$ cat config.mk
export PLATFORM = sky130hd
export DESIGN_NAME = boot_loader
export DESIGN_NICKNAME = d
export VERILOG_FILES = /design/src/rtl/boot_loader.sv
export SDC_FILE = /design/constraint.sdc
export NUM_CORES = 1
export LEC_CHECK = 0
export CORE_ASPECT_RATIO = 0.9
export CORE_MARGIN = 1.5
export CORE_UTILIZATION = 45
export DETAILED_ROUTE_END_ITERATION = 8
export GPL_ROUTABILITY_DRIVEN = 0
export PLACE_DENSITY = 0.79
export SYNTH_ARGS = -nofsm -noshare
export SYNTH_HDL_FRONTEND = slang
export SYNTH_SLANG_ARGS = --single-unit
$ cat constraint.sdc
create_clock -name clk -period 2.3 [get_ports clk]
set_input_delay 0.46 -clock clk [delete_from_list [all_inputs] [get_ports clk]]
set_output_delay 0.46 -clock clk [all_outputs]
set_load 0.02 [all_outputs]
$ cat src/rtl/boot_loader.sv
// rtl/boot_loader.sv - boot-time image loader for instruction and data BRAMs
module boot_loader #(
  parameter int ADDR_WIDTH = 10,
  parameter int DATA_WIDTH = 32,
  parameter int I_DEPTH    = 256,
  parameter int D_DEPTH    = 256
) (
  input  logic                  clk,
  input  logic                  rst,
  input  logic                  start,
  input  logic                  s_valid,
  input  logic [DATA_WIDTH-1:0] s_data,
  output logic                  s_ready,
  output logic [ADDR_WIDTH-1:0] i_w_addr,
  output logic [DATA_WIDTH-1:0] i_w_dat,
  output logic                  i_w_enb,
  output logic [ADDR_WIDTH-1:0] ld_d_w_addr,
  output logic [DATA_WIDTH-1:0] ld_d_w_dat,
  output logic                  ld_d_w_enb,
  output logic                  d_bram_init_done,
  output logic                  pc_stall,
  output logic                  busy,
  output logic                  error,
  output logic                  done
);

  localparam int CW = ADDR_WIDTH - 2;
  localparam logic [16:0] I_MAX = 17'(I_DEPTH);
  localparam logic [16:0] D_MAX = 17'(D_DEPTH);

  typedef enum logic [2:0] {
    ST_IDLE, ST_HEADER, ST_LOAD_I, ST_LOAD_D, ST_FLUSH, ST_RUN, ST_ERROR
  } state_t;

  state_t                state_q, state_d;
  logic [CW-1:0]         cnt_q, cnt_d;
  logic [15:0]           n_i_q, n_i_d, n_d_q, n_d_d;
  logic                  i_enb_q, i_enb_d, d_enb_q, d_enb_d, done_q, done_d;
  logic [ADDR_WIDTH-1:0] i_addr_q, i_addr_d, d_addr_q, d_addr_d;
  logic [DATA_WIDTH-1:0] i_dat_q, i_dat_d, d_dat_q, d_dat_d;

  logic        accept;
  logic [15:0] hdr_i, hdr_d, cnt_ext;

  assign accept  = s_valid && s_ready;
  assign hdr_i   = s_data[31:16];
  assign hdr_d   = s_data[15:0];
  assign cnt_ext = 16'(cnt_q);

  always_ff @(posedge clk) begin
    if (!rst) begin
      state_q  <= ST_IDLE;
      cnt_q    <= '0;
      n_i_q    <= '0;
      n_d_q    <= '0;
      i_enb_q  <= 1'b0;
      d_enb_q  <= 1'b0;
      done_q   <= 1'b0;
      i_addr_q <= '0;
      d_addr_q <= '0;
      i_dat_q  <= '0;
      d_dat_q  <= '0;
    end else begin
      state_q  <= state_d;
      cnt_q    <= cnt_d;
      n_i_q    <= n_i_d;
      n_d_q    <= n_d_d;
      i_enb_q  <= i_enb_d;
      d_enb_q  <= d_enb_d;
      done_q   <= done_d;
      i_addr_q <= i_addr_d;
      d_addr_q <= d_addr_d;
      i_dat_q  <= i_dat_d;
      d_dat_q  <= d_dat_d;
    end
  end

  always_comb begin
    state_d  = state_q;
    cnt_d    = cnt_q;
    n_i_d    = n_i_q;
    n_d_d    = n_d_q;
    i_enb_d  = 1'b0;
    d_enb_d  = 1'b0;
    done_d   = 1'b0;
    i_addr_d = i_addr_q;
    d_addr_d = d_addr_q;
    i_dat_d  = i_dat_q;
    d_dat_d  = d_dat_q;
    case (state_q)
      ST_IDLE: if (start) state_d = ST_HEADER;
      ST_HEADER: if (accept) begin
        n_i_d = hdr_i;
        n_d_d = hdr_d;
        cnt_d = '0;
        if (hdr_i == 16'd0 || {1'b0, hdr_i} > I_MAX || {1'b0, hdr_d} > D_MAX)
          state_d = ST_ERROR;
        else
          state_d = ST_LOAD_I;
      end
      ST_LOAD_I: if (accept) begin
        i_enb_d  = 1'b1;
        i_addr_d = {cnt_q, 2'b00};
        i_dat_d  = s_data;
        if (cnt_ext == n_i_q - 16'd1) begin
          cnt_d   = '0;
          state_d = (n_d_q != 16'd0) ? ST_LOAD_D : ST_FLUSH;
        end else begin
          cnt_d = cnt_q + 1'b1;
        end
      end
      ST_LOAD_D: if (accept) begin
        d_enb_d  = 1'b1;
        d_addr_d = {cnt_q, 2'b00};
        d_dat_d  = s_data;
        if (cnt_ext == n_d_q - 16'd1) begin
          cnt_d   = '0;
          state_d = ST_FLUSH;
        end else begin
          cnt_d = cnt_q + 1'b1;
        end
      end
      ST_FLUSH: begin
        state_d = ST_RUN;
        done_d  = 1'b1;
      end
      ST_RUN, ST_ERROR: if (start) state_d = ST_HEADER;
      default: state_d = ST_IDLE;
    endcase
  end

  // In RUN, start hands the data port back to the loader combinationally.
  always_comb begin
    s_ready          = 1'b0;
    busy             = 1'b0;
    error            = 1'b0;
    pc_stall         = 1'b1;
    d_bram_init_done = 1'b0;
    case (state_q)
      ST_HEADER, ST_LOAD_I, ST_LOAD_D: begin
        s_ready = 1'b1;
        busy    = 1'b1;
      end
      ST_FLUSH: busy = 1'b1;
      ST_RUN: begin
        pc_stall         = start;
        d_bram_init_done = !start;
      end
      ST_ERROR: error = 1'b1;
      default: ;
    endcase
  end

  assign i_w_enb     = i_enb_q;
  assign i_w_addr    = i_addr_q;
  assign i_w_dat     = i_dat_q;
  assign ld_d_w_enb  = d_enb_q;
  assign ld_d_w_addr = d_addr_q;
  assign ld_d_w_dat  = d_dat_q;
  assign done        = done_q;

endmodule

==> run_results.csv <==
group,metric,value,unit
synth,ys_seq_elements,126,
setup_path,r2r_cells,10,
grt,overflow,0,
outcome,violations,"setup timing",
clock_network,cts.hold.buffers_added,0,
setup_path,crit_end,"cnt_q[6]$_SDFFE_PN0P_",
grt,grt_pass1_wl,26870,microns
clock_network,clk_path_buf_depth,2,
floorplan,ioPinCount,128,
grt,met1_usage,37.27,%
drt,drc_errors,0,
setup_path,path_buf_inv,3,
final_layout,regArea,2529,sq um
synth,syn_area,5569,sq um
setup_path,critPathSlowestCell,"a311oi_2",
setup_path,startpoint,"n_i_q[2]$_SDFFE_PN0P_",
final_layout,fillCellCount,957,
setup_path,cp.depth,10,
final_layout,final_cells,1068,
setup_path,cp_top_family,"compound AO/OA/AOI/OAI gates",
setup_path,crit_chain,"nor4_4 > buf_4 > buf_4 > a31oi_1 > a311oi_2 > o2111ai_2 > nor4_4 > buf_6 > nor4_1 > o221a_2",
grt,use_met3,6.171,%
power,power,7.857,mW
drt,firstDrtPassIters,6,
timing,hold_viol,0,
setup_path,crit_path_max_fanout,7,
hold_path,hold_path_class,"flip-flop to flip-flop",
timing,skew,9.284,ps
timing,timing.fmax,414.2,MHz
floorplan,die_height,108.5,microns
place,io_buffers,123,
place,place_inst,1031,
outcome,status,"complete, but fails checks",
setup_path,cp-end-kind,"flip-flop",
drt,drt-initial-drc-count,431,
setup_path,worstReg2RegStart,"n_i_q[2]$_SDFFE_PN0P_",
grt,grt_max_degree,69,
grt,grt_pass1_vias,5244,
floorplan,die-area,13050,sq um
floorplan,initial_core_util,46.11,%
place,dp_slack,-325.3,ps
timing,slew_viol_final,0,
clock_network,clkLatencyLatePin,410,ps
floorplan,die_w,120.3,microns
clock_network,tritoncts,"built",
timing,fin_crit,2414,ps
timing,final.period_utilization,105.0,%
drt,ant_nets,0,
synth,ys_async_sr_fraction,0,%
synth,ys_warn_count,0,
drt,wl_per_cell,16.40,microns
final_layout,synthToLayoutAreaGrowth,47.90,%
setup_path,crit_arrival,2720,ps
final_layout,final_cell_mix,"nand2_1 (236), dfxtp_1 (121), clkdlybuf4s50_1 (120)",
synth,synth_edf_count,0,
synth,yosysSeqAreaShare,45.29,%
clock_network,htree_num_levels,4,
floorplan,core,12080,sq um
drt,drt_wl_total,17520,microns
run,max_cap_viol_count,0,
power,power.density,953.9,nW/um^2
setup_path,worst_ep_required_time,2600,ps
power,p_leak,2.956,nW
floorplan,rows,38,
final_layout,antenna_cells,0,
timing,worst_pin_slew,682.0,ps
synth,ys_types,59,
final_layout,nets,935,
timing,maxSlewHeadroom,53.36,%
final_layout,final_common_cell,"nand2_1",
power,ir_worst_vdd,0.6483,mV
setup_path,worstSetupPathType,"flip-flop to flip-flop",
setup_path,r2r_slack,-110,ps
setup_path,slowest_delay,340,ps
synth,synth.avg_cell_area,7.587,sq um
final_layout,drive_gt1_share,16.41,%
clock_network,root_buffer,"clkbuf_16",
clock_network,cts.sinks,126,
grt,use_met2,39.22,%
clock_network,cts_buffers,17,
drt,vias_per_cell,5.463,
drt,vias,5834,
timing,finalWorstSetupSlack,-114.3,ps
timing,setup_violations,10,
grt,grt.busiest_layer,"met2",
final_layout,multiInputGateArea,2937,sq um
timing,rsz0062_at_grt,"true",
synth,syn_inst,734,
synth,synthFlopType,"dfxtp_1",
setup_path,cp-start-kind,"flip-flop",
place,hpwl,11290,microns
grt,grt_antenna_before_repair,0,
setup_path,r2r_end,"cnt_q[6]$_SDFFE_PN0P_",
grt,grt.total_usage,26.27,%
clock_network,clkTransAtPathRegs,60,ps
repair_timing:
action / in CTS / in global routing
gates cloned: 0 / 1
gates resized for setup: 9 / 33
setup buffers: 1 / 4
pin swaps: 0 / 14
endpoints found under the setup margin: 7 / 11
worst min path at each step:
stage	startpoint	to	cells after the start	slack, ps
6_report	i_w_addr[6]$_SDFFE_PN0P_	i_w_addr[6]$_SDFFE_PN0P_	2	450
5_1_grt	i_w_addr[4]$_SDFFE_PN0P_	i_w_addr[4]$_SDFFE_PN0P_	2	470
4_1_cts	i_w_dat[15]$_SDFFE_PN0P_	i_w_dat[15]$_SDFFE_PN0P_	2	450
3_5_place_dp	i_w_dat[21]$_SDFFE_PN0P_	i_w_dat[21]$_SDFFE_PN0P_	2	450
3_3_place_gp	ld_d_w_dat[15]$_SDFFE_PN0P_	ld_d_w_dat[15]$_SDFFE_PN0P_	2	440
2_1_floorplan	n_d_q[14]$_SDFFE_PN0P_	n_d_q[14]$_SDFFE_PN0P_	2	440
layer usage:
layer | share of wire (%) | routed length [microns] | vias up
li1 | - | - | 2797
met2 | 45 | 7939 | 268
met1 | 45 | 7862 | 2732
met4 | 2.1 | 373 | 0
met5 | 0 | 0 | -
met3 | 7.7 | 1342 | 37
stage by stage:
step                      hold WS (ps)  area [sq um]  utilization [%]  setup TNS [ps]
after floorplan                  436.3          5605                -          -14.15
after global placement           440.9          7385            61.15          -656.1
after detailed placement         446.4          7385            61.15          -680.3
after CTS                        453.5          8041            66.59               0
after global routing             468.3          8237            68.20           -1892
final                            452.5          8237            68.20          -477.3
cells by family after synthesis:
group / synth area share [%]
xor gates and xnor gates: 3.617
DFF: 45.29
AOI/OAI and AO/OA: 18.04
muxes: 0.1797
adders and majority gates: 0.6741
other: 0.06734
buffers and inverters: 5.504
and+or+nand+nor: 26.62
synth_stat cells, types with 3 or more instances:
library cell / count / share of area [%]
or3_1: 4 / 0.45
a211oi_1: 5 / 0.67
a21oi_1: 120 / 11
nor4_1: 8 / 0.90
nand4_1: 7 / 0.79
buf_4: 5 / 0.67
nor3b_1: 5 / 0.67
ha_1: 3 / 0.67
nor2_1: 18 / 1.2
and3_1: 9 / 1.0
nand2_1: 237 / 16
clkbuf_1: 49 / 3.3
nor4b_1: 3 / 0.47
a21o_1: 3 / 0.40
xnor2_1: 14 / 2.2
a31oi_1: 5 / 0.56
nor2b_1: 7 / 0.79
or2_2: 3 / 0.34
dfxtp_1: 126 / 45
inv_1: 14 / 0.94
xor2_1: 9 / 1.4
and2_1: 3 / 0.34
o21ai_0: 11 / 0.99
nor3_1: 13 / 1.2
nand3_1: 10 / 0.90
worst reg2reg max path: cells and delay by family (launching register included):
| family | cells | cell delay, ps |
|---|---|---|
| and+or+nand+nor | 3 | 550 |
| AOI/OAI and AO/OA | 4 | 940 |
| buffers and inverters | 3 | 500 |
| DFF | 1 | 330 |
flip-flops by register name (all words and copies together) (netlist names):
signal,flops
cnt_q,8
done,1
i_w_addr,8
i_w_dat,32
i_w_enb,1
ld_d_w_addr,8
ld_d_w_dat,32
ld_d_w_enb,1
n_d_q,16
n_i_q,16
state_q,3
power by group:
part | switching, mW | leakage (nW) | internal (mW)
combinational | 1.34 | 1.63 | 1.15
clock | 1.01 | 0.308 | 1.84
sequential | 0.168 | 1.02 | 2.35
total | 2.52 | 2.96 | 5.34
area by class of cell:
type | count | share of cell area (%)
timing repair buffer | 198 | 22.94
tap | 160 | 2.431
inverter | 14 | 0.6532
sequential | 126 | 30.70
clock buffer | 18 | 5.332
multi-input combinational | 539 | 35.65
clock inverter | 13 | 2.294
(Power assumes the default switching activity.)
